## src/rtl/video_timing_gen.sv

```systemverilog
// Video timing generator: pixel-rate enable, H/V counters with zero-skew registered
// blank/sync decodes, delayed-4H tap chain and latched VB / line-compare interrupts.

module video_timing_gen_chk #(
  parameter int MCK_DIV      = 14,
  parameter int HW           = 9,
  parameter int VW           = 9,
  parameter int H_TOTAL      = 456,
  parameter int H_SYNC_END   = 400,
  parameter int V_TOTAL      = 262,
  parameter int V_SYNC_END   = 247,
  parameter int TAP_DEPTH    = 4
) ();
  if (MCK_DIV < 2) begin : g_bad_div
    $error("video_timing_gen: MCK_DIV must be at least 2");
  end
  if (H_SYNC_END > H_TOTAL) begin : g_bad_hsync
    $error("video_timing_gen: H_SYNC_END exceeds H_TOTAL");
  end
  if (H_TOTAL > (1 << HW)) begin : g_bad_hw
    $error("video_timing_gen: H_TOTAL does not fit in HW bits");
  end
  if (V_SYNC_END > V_TOTAL) begin : g_bad_vsync
    $error("video_timing_gen: V_SYNC_END exceeds V_TOTAL");
  end
  if (V_TOTAL > (1 << VW)) begin : g_bad_vw
    $error("video_timing_gen: V_TOTAL does not fit in VW bits");
  end
  if (HW < 3 || TAP_DEPTH < 1) begin : g_bad_tap
    $error("video_timing_gen: 4H tap needs HW >= 3 and TAP_DEPTH >= 1");
  end
endmodule

module video_timing_gen #(
  parameter int MCK_DIV      = 14,
  parameter int HW           = 9,
  parameter int VW           = 9,
  parameter int H_TOTAL      = 456,
  parameter int H_ACTIVE     = 336,
  parameter int H_SYNC_START = 368,
  parameter int H_SYNC_END   = 400,
  parameter int V_TOTAL      = 262,
  parameter int V_ACTIVE     = 240,
  parameter int V_SYNC_START = 244,
  parameter int V_SYNC_END   = 247,
  parameter int TAP_DEPTH    = 4
) (
  input  logic                 clk100,
  input  logic                 rst_b,
  output logic                 pix_tick,
  output logic [HW-1:0]        hcount,
  output logic [VW-1:0]        vcount,
  output logic                 hblank_b,
  output logic                 vblank_b,
  output logic                 hsync,
  output logic                 vsync,
  output logic                 vreset_b,
  output logic [TAP_DEPTH-1:0] h4_tap,
  output logic                 vbkint_b,
  input  logic                 vbkack_b,
  input  logic [VW-1:0]        line_cmp,
  input  logic                 lcint_en,
  output logic                 lcint_b,
  input  logic                 lcack_b,
  output logic [7:0]           frame_cnt
);
  localparam int DW  = $clog2(MCK_DIV);
  localparam int HW1 = HW + 1;
  localparam int VW1 = VW + 1;
  localparam logic [DW-1:0] DIV_LAST = DW'(MCK_DIV - 1);
  localparam logic [HW-1:0] H_LAST   = HW'(H_TOTAL - 1);
  localparam logic [VW-1:0] V_LAST   = VW'(V_TOTAL - 1);
  // Thresholds carry one extra bit so an end value equal to 2^W stays representable.
  localparam logic [HW:0]   H_ACT_C  = HW1'(H_ACTIVE);
  localparam logic [HW:0]   HSS_C    = HW1'(H_SYNC_START);
  localparam logic [HW:0]   HSE_C    = HW1'(H_SYNC_END);
  localparam logic [VW:0]   V_ACT_C  = VW1'(V_ACTIVE);
  localparam logic [VW:0]   VSS_C    = VW1'(V_SYNC_START);
  localparam logic [VW:0]   VSE_C    = VW1'(V_SYNC_END);

  video_timing_gen_chk #(
    .MCK_DIV(MCK_DIV), .HW(HW), .VW(VW), .H_TOTAL(H_TOTAL), .H_SYNC_END(H_SYNC_END),
    .V_TOTAL(V_TOTAL), .V_SYNC_END(V_SYNC_END), .TAP_DEPTH(TAP_DEPTH)
  ) u_chk ();

  logic [DW-1:0] div_r;
  logic [DW-1:0] div_nxt_s;
  logic [HW-1:0] h_nxt_s;
  logic [VW-1:0] v_nxt_s;
  logic [HW:0]   h_ext_s;
  logic [VW:0]   v_ext_s;
  logic          h_wrap_s;
  logic          v_wrap_s;
  logic          tap_shift_s;
  logic          vb_set_s;
  logic          lc_set_s;

  // Next-state values for the divider and counters, plus interrupt set conditions.
  always_comb begin
    div_nxt_s   = (div_r == DIV_LAST) ? {DW{1'b0}} : div_r + DW'(1);
    h_wrap_s    = (hcount == H_LAST);
    v_wrap_s    = (vcount == V_LAST);
    h_nxt_s     = h_wrap_s ? {HW{1'b0}} : hcount + HW'(1);
    if (h_wrap_s) begin
      v_nxt_s = v_wrap_s ? {VW{1'b0}} : vcount + VW'(1);
    end else begin
      v_nxt_s = vcount;
    end
    h_ext_s     = {1'b0, h_nxt_s};
    v_ext_s     = {1'b0, v_nxt_s};
    tap_shift_s = ~hcount[0] & h_nxt_s[0];
    vb_set_s    = pix_tick & h_wrap_s & (v_ext_s == V_ACT_C);
    // line_cmp is only looked at on the line-start tick, so mid-line changes are inert.
    lc_set_s    = pix_tick & h_wrap_s & lcint_en & (line_cmp == v_nxt_s);
  end

  // Divider, counters, decodes, tap chain and interrupt latches.
  always_ff @(posedge clk100) begin
    if (!rst_b) begin
      div_r     <= {DW{1'b0}};
      pix_tick  <= 1'b0;
      hcount    <= {HW{1'b0}};
      vcount    <= {VW{1'b0}};
      hblank_b  <= 1'b1;
      vblank_b  <= 1'b1;
      hsync     <= 1'b0;
      vsync     <= 1'b0;
      vreset_b  <= 1'b0;
      h4_tap    <= {TAP_DEPTH{1'b0}};
      vbkint_b  <= 1'b1;
      lcint_b   <= 1'b1;
      frame_cnt <= 8'd0;
    end else begin
      div_r    <= div_nxt_s;
      pix_tick <= (div_nxt_s == DIV_LAST);
      if (pix_tick) begin
        hcount   <= h_nxt_s;
        vcount   <= v_nxt_s;
        hblank_b <= (h_ext_s < H_ACT_C);
        vblank_b <= (v_ext_s < V_ACT_C);
        hsync    <= (h_ext_s >= HSS_C) && (h_ext_s < HSE_C);
        vsync    <= (v_ext_s >= VSS_C) && (v_ext_s < VSE_C);
        vreset_b <= (h_nxt_s != {HW{1'b0}}) || (v_nxt_s != {VW{1'b0}});
        if (h_wrap_s && v_wrap_s) begin
          frame_cnt <= frame_cnt + 8'd1;
        end
        if (tap_shift_s) begin
          h4_tap[0] <= h_nxt_s[2];
          for (int k = 1; k < TAP_DEPTH; k++) begin
            h4_tap[k] <= h4_tap[k-1];
          end
        end
      end
      // A set on the same edge as an acknowledge wins so the event is never dropped.
      if (vb_set_s) begin
        vbkint_b <= 1'b0;
      end else if (!vbkack_b) begin
        vbkint_b <= 1'b1;
      end
      if (lc_set_s) begin
        lcint_b <= 1'b0;
      end else if (!lcack_b) begin
        lcint_b <= 1'b1;
      end
    end
  end
endmodule

```

## config.mk

```make
export PLATFORM = sky130hd
export DESIGN_NAME = video_timing_gen
export DESIGN_NICKNAME = d
export VERILOG_FILES = /design/src/rtl/video_timing_gen.sv
export SDC_FILE = /design/constraint.sdc
export NUM_CORES = 1
export LEC_CHECK = 0
export BUFFER_PORTS_ARGS = -buffer_cell sky130_fd_sc_hd__buf_2
export CAP_MARGIN = 20
export CORE_ASPECT_RATIO = 0.8
export CORE_UTILIZATION = 57
export CTS_BUF_LIST = sky130_fd_sc_hd__clkbuf_4
export DETAILED_ROUTE_END_ITERATION = 8
export PLACE_DENSITY = 0.94
export SYNTH_ARGS = -nofsm -noshare
export SYNTH_HDL_FRONTEND = slang
export SYNTH_SLANG_ARGS = --single-unit
```

## constraint.sdc

```tcl
create_clock -name clk100 -period 3.1 [get_ports clk100]
set_input_delay 0.775 -clock clk100 [delete_from_list [all_inputs] [get_ports clk100]]
set_output_delay 0.775 -clock clk100 [all_outputs]
set_load 0.02 [all_outputs]
```

==> results of run 1 <==
## layout make-up
type / instances / area [um2] / share of cell area, %
multi-input combinational: 245 / 1560 / 54.7
sequential: 42 / 841 / 29.4
timing repair buffer: 55 / 285 / 9.98
tap: 57 / 71.3 / 2.49
clock buffer: 6 / 45.0 / 1.58
clock inverter: 2 / 37.5 / 1.31
inverter: 4 / 15.0 / 0.525
## per-layer routing
| layer | up-vias | track usage (%) |
|---|---|---|
| met5 | - | 0 |
| met4 | 0 | 7.97 |
| met3 | 7 | 5.93 |
| met2 | 95 | 40.3 |
| met1 | 1081 | 35.4 |
| li1 | 1191 | - |
## logic make-up after synthesis
logic type | count (synthesis) | synth area share, %
simple gates | 148 | 33.2
fa+ha+maj | 5 | 2.49
flops | 42 | 33.4
xor+xnor | 24 | 8.36
buf+inv | 27 | 4.33
compound gates | 61 | 15.4
mux | 7 | 2.79
## stage by stage
stage	power, mW	worst slack, ns
6_report	0.947	0.373
5_1_grt	0.975	0.145
4_1_cts	0.949	0.405
3_5_place_dp	0.591	0.406
3_3_place_gp	0.590	0.521
2_1_floorplan	0.575	0.510
## registers in the layout (all words and copies together), names as in the netlist
signal,cells
hblank_b,1
vsync,1
vreset_b,1
frame_cnt,8
vbkint_b,1
vblank_b,1
div_r,4
pix_tick,1
hsync,1
hcount,9
lcint_b,1
vcount,9
h4_tap,4
## worst paths after layout
path                   from  endpoint  slack, ns
hold reg to reg       hsync     hsync       0.50
setup reg to reg  hcount[3]  vbkint_b       0.37
setup / recovery  hcount[3]  vbkint_b       0.37
hold / removal        hsync     hsync       0.50
## power by group through the flow
stage | Combinational [mW] | Clock [mW] | Sequential (mW)
3_3_place_gp | 0.0324 | 0 | 0.558
5_1_grt | 0.0369 | 0.391 | 0.547
6_report | 0.0327 | 0.369 | 0.546
4_1_cts | 0.0327 | 0.370 | 0.546
2_1_floorplan | 0.0174 | 0 | 0.557
3_5_place_dp | 0.0326 | 0 | 0.558
## critical path, stage by stage (launching register included)
cell       delay, ns
dfxtp_1         0.46
nand4bb_1       0.47
nor4_4          0.49
and3_4          0.26
xnor2_1         0.08
or4_4           0.55
nor3b_1         0.21
o21ai_1         0.08
## layout by cell type (no fill, tap or decap), types with 5 or more instances in the layout
| master | netlist | layout |
|---|---|---|
| dfxtp_1 | 42 | 42 |
| nor2b_1 | 16 | 16 |
| o21ai_0 | 13 | 13 |
| a21boi_0 | 5 | 5 |
| a21oi_1 | 17 | 17 |
| nor4_1 | 6 | 6 |
| nand2b_1 | 5 | 5 |
| nand4_1 | 11 | 11 |
| xnor2_1 | 20 | 20 |
| nand3_1 | 12 | 12 |
| or3_1 | 5 | 5 |
| buf_2 | 3 | 51 |
| nor2_1 | 22 | 22 |
| mux2i_1 | 7 | 7 |
| clkbuf_4 | 0 | 6 |
| and3_1 | 5 | 5 |
| and2_1 | 15 | 15 |
| nand2_1 | 30 | 30 |
| ha_1 | 5 | 5 |
==> results.py, run 1 <==
metrics = {
    "power_and_ir_drop": {
        "power_density_nw_per_um2": 331,
        "switching_share_pct": 22.1,
        "clkPwrFrac_pct": 38.9,
        "pwr-share-comb_pct": 3.4,
        "pwr-share-seq_pct": 57.7,
        "p_sw_mw": 0.210,
        "leakage_nw": 1.15,
        "vdd_drop_max_mv": 0.343,
        "intPower_mw": 0.738,
    },
    "die": {
        "die_y_um": 61.4,
        "start_util_pct": 59.8,
        "die_area_um2": 4680,
        "dieWidth_um": 76.2,
        "rows": 21,
        "pin_count": 52,
        "fp.coreArea_um2": 4200,
    },
    "global_routing": {
        "grt_usage_pct": 25.6,
        "grt_first_pass_wirelength_um": 9390,
        "grt_pass1_vias": 1998,
        "antenna_found_initial": 0,
        "grt_max_degree": 43,
        "overflow": 0,
    },
    "cells_and_area": {
        "stdcell_area_um2": 2860,
        "stdcell_count": 411,
        "nNetsFinal": 372,
        "fin_util_pct": 68.0,
        "drive_gt1_share_pct": 19.2,
        "num-fill-cells": 343,
        "diodes": 0,
        "syn_to_final_growth_pct": 13.7,
    },
    "routing": {
        "antenna_violating_nets_post_route": 0,
        "num_vias": 2374,
        "remaining_drc_errors": 0,
        "dr.max_layer_used": "met4",
        "drt_iter0_drc": 309,
        "viasPerCell": 5.78,
        "m1WireLength_um": 2750,
        "totalWireLength_um": 5890,
        "wl_met2_um": 2610,
        "wl_met3_um": 464,
        "routedWlPerCell_um": 14.3,
        "firstDrtPassIters": 4,
    },
    "synth": {
        "async_flop_share_pct": 0,
        "synth_ff_type": "dfxtp_1",
        "synthTopCellsByArea": "dfxtp_1 33%, xnor2_1 7.0%, nand2_1 4.5%",
        "ys_ff_latch": 42,
        "yosys_warnings": 0,
        "syn_nets": 333,
        "ys_types": 53,
        "synth_area_um2": 2510,
        "synth_area_leader_cell": "dfxtp_1",
        "synthTopCellsByCount": "42 x dfxtp_1, 30 x nand2_1, 22 x nor2_1",
        "synth_edf_count": 0,
        "syn_avg_cell_area_um2": 8.01,
        "ys_seq_area_share_pct": 33.4,
        "yosysMostFrequentCell": "dfxtp_1",
        "synth_top_area_share_pct": 33.4,
        "synthCells": 314,
    },
    "cts": {
        "cts.sinks": 42,
        "ctsResizeCount": 0,
        "cts.htree.levels": 2,
        "clk_pin_slew_ns": 0.13,
        "cts_tree": "yes",
        "numCtsBuffers": 5,
        "cts_hold_buf": 0,
        "clock_path_buffers": 2,
        "root_buffer": "clkbuf_4",
        "worst_skew_pair.late_latency_ns": 0.38,
        "cts_setup_buffers": 0,
    },
    "place": {
        "dpl-instance-area_um2": 2780,
        "place.gp.congestion": 1.02,
        "post-place-cells": 403,
        "port_buffers": 51,
        "dpl.hpwl_um": 4280,
    },
    "worst_setup_path": {
        "required_ns": 3.37,
        "arrival_ns": 2.99,
        "critPathLaunchType": "flop",
        "critical_path_class": "reg -> reg",
        "path_max_fanout": 14,
        "reg2reg_depth": 7,
        "crit_path_end_kind": "flop",
    },
    "sta": {
        "skew_ns": 0.0100,
        "holdWs_ns": 0.503,
        "max_freq_ghz": 0.367,
        "max_slew_margin_pct": 68.8,
        "hold_violations": 0,
        "worst_pin_slew_ns": 0.464,
        "drv_slew": 0,
        "setup_viol": 0,
        "finalCritPeriodShare_pct": 88.0,
        "rsz0062_at_grt": "no",
        "period_needed_ns": 2.73,
        "finalSetupTns_ns": 0,
    },
    "job": {
        "drv_cap": 0,
    },
    "status": {
        "status": "complete, no violations",
    },
    "min_path": {
        "min_path_cells": 2,
        "min_path_type": "reg -> reg",
    },
}
(Power assumes the default switching activity.)
==> inputs of run 2 (changes only) <==
CORE_UTILIZATION = 61   (was 57)
PLACE_DENSITY = 0.95   (was 0.94)
clock period = 3.4 ns   (was 3.1 ns; I/O delays follow)
==> run 2 against run 1 <==
Net effect: critical path depth grew 1; worst hold slack better by 0.0053 ns; global-route usage rose by 4.1 points; clock power down 30%; via count grew 3.2%; setup slack improved by 0.29 ns; non-clock buffer count fell by 1; wire length increased by 1.5%; first-iteration DRC count fell by 17%; cell count down 0.73%.
==> results.py, run 2 (synthesis gave the netlist of run 1 again) <==
metrics = {
    "power_and_ir_drop": {
        "leakage_nw": 1.13,
        "report.power.total_mw": 0.786,
        "vdd_drop_max_mv": 0.284,
        "power_density_nw_per_um2": 278,
    },
    "routing": {
        "viasPerCell": 6.00,
        "routedWlPerCell_um": 14.6,
        "remaining_drc_errors": 0,
        "antenna_violating_nets_post_route": 0,
        "totalWireLength_um": 5970,
        "firstDrtPassIters": 7,
        "num_vias": 2449,
        "drt_iter0_drc": 256,
    },
    "sta": {
        "skew_ns": 0.0128,
        "max_slew_margin_pct": 68.9,
        "hold_violations": 0,
        "finalCritPeriodShare_pct": 80.6,
        "finalSetupTns_ns": 0,
        "fin_ws_ns": 0.661,
        "worst_pin_slew_ns": 0.463,
        "max_freq_ghz": 0.365,
        "holdWs_ns": 0.508,
        "drv_slew": 0,
        "setup_viol": 0,
        "rsz0062_at_grt": "no",
        "period_needed_ns": 2.74,
    },
    "die": {
        "pin_count": 52,
        "start_util_pct": 64.8,
        "fp.coreArea_um2": 3880,
        "dieWidth_um": 73.8,
        "die_area_um2": 4380,
        "die_y_um": 59.4,
        "rows": 20,
    },
    "worst_setup_path": {
        "critPathLaunchType": "flop",
        "critical_path_class": "reg -> reg",
        "cpPeakStageDelay_ns": 0.53,
        "path_delay_family": "simple AND/OR/NAND/NOR gates",
        "crit_path_end_kind": "flop",
        "required_ns": 3.65,
        "crit_buf_inv": 0,
        "arrival_ns": 2.99,
        "path_cells": "ha_1 > and2_1 > nand3_1 > nor2_1 > xnor2_1 > or4_4 > nor3b_1 > o21ai_1",
        "critPathSlowestCell": "or4_4",
        "path_max_fanout": 12,
    },
    "global_routing": {
        "grt_first_pass_wirelength_um": 9860,
        "grt_usage_pct": 29.7,
        "overflow": 0,
        "grt_max_degree": 43,
        "antenna_found_initial": 0,
        "grt_pass1_vias": 2171,
    },
    "cts": {
        "cts.htree.levels": 2,
        "numCtsBuffers": 5,
        "cts_tree": "yes",
        "cts_hold_buf": 0,
        "cts.sinks": 42,
        "clock_path_buffers": 2,
        "worst_skew_pair.late_latency_ns": 0.37,
        "ctsResizeCount": 0,
        "root_buffer": "clkbuf_4",
        "cts_setup_buffers": 0,
        "clk_pin_slew_ns": 0.13,
    },
    "place": {
        "dpl.hpwl_um": 4340,
        "port_buffers": 51,
        "place.gp.congestion": 0.924,
        "place_ws_ns": 0.703,
    },
    "cells_and_area": {
        "drive_gt1_share_pct": 19.0,
        "nNetsFinal": 371,
        "top_regs": "hcount (9), vcount (9), frame_cnt (8)",
        "fin_util_pct": 72.8,
        "final_common_cell": "buf_2",
        "syn_to_final_growth_pct": 12.4,
        "diodes": 0,
        "mostFrequentLayoutCells": "51 x buf_2, 42 x dfxtp_1, 30 x nand2_1",
    },
    "status": {
        "status": "complete, no violations",
    },
    "job": {
        "drv_cap": 0,
    },
    "min_path": {
        "min_path_type": "reg -> reg",
    },
}
-- run 2: changes by cell type in the layout (fill, tap and decap cells not counted), sizes merged --
cell | before | now
clkbuf | 6 | 5
buf | 55 | 54
clkinv | 0 | 2
bufinv | 1 | 0
-- run 2: final timing paths --
| kind | slack [ns] | from | cells past startpoint | endpoint |
|---|---|---|---|---|
| min | 0.51 | hsync | 2 | hsync |
| max | 0.66 | hcount[0] | 8 | vbkint_b |
| min reg2reg | 0.51 | hsync | 2 | hsync |
| max reg2reg | 0.66 | hcount[0] | 8 | vbkint_b |
-- run 2: final cells by class --
type                    instances  area (um2)
repair buffers                 54         278
inverters                       4        15.0
flip-flops and latches         42         841
fillers                       314        1050
well taps                      55        68.8
clock buffers                   5        37.5
multi-input cells             245        1560
clock inverters                 3        21.3
-- run 2: layer usage --
layer,track usage (%),share of wire [%],vias to the layer above
met5,0,0,-
met4,9.07,1.7,0
met3,7.82,6.6,15
met2,48.4,46,101
met1,38.6,45,1137
li1,-,-,1196
-- run 2: per-stage QoR --
stage | std cells | area (um2)
floorplan | 314 | 2510
global placement | 400 | 2770
detailed placement | 400 | 2770
CTS | 408 | 2830
global route | 408 | 2830
finish | 408 | 2830
-- run 2: worst reg2reg max path: stages, from the launching register on --
cell,delay (ns)
dfxtp_1,0.43
ha_1,0.32
and2_1,0.28
nand3_1,0.39
nor2_1,0.27
xnor2_1,0.11
or4_4,0.53
nor3b_1,0.22
o21ai_1,0.07
-- run 2: power by group --
group	internal [mW]	leakage [nW]	total, mW	switching, mW
Clock	0.0805	0.0312	0.257	0.177
Sequential	0.495	0.339	0.498	0.00370
Combinational	0.0152	0.760	0.0309	0.0157
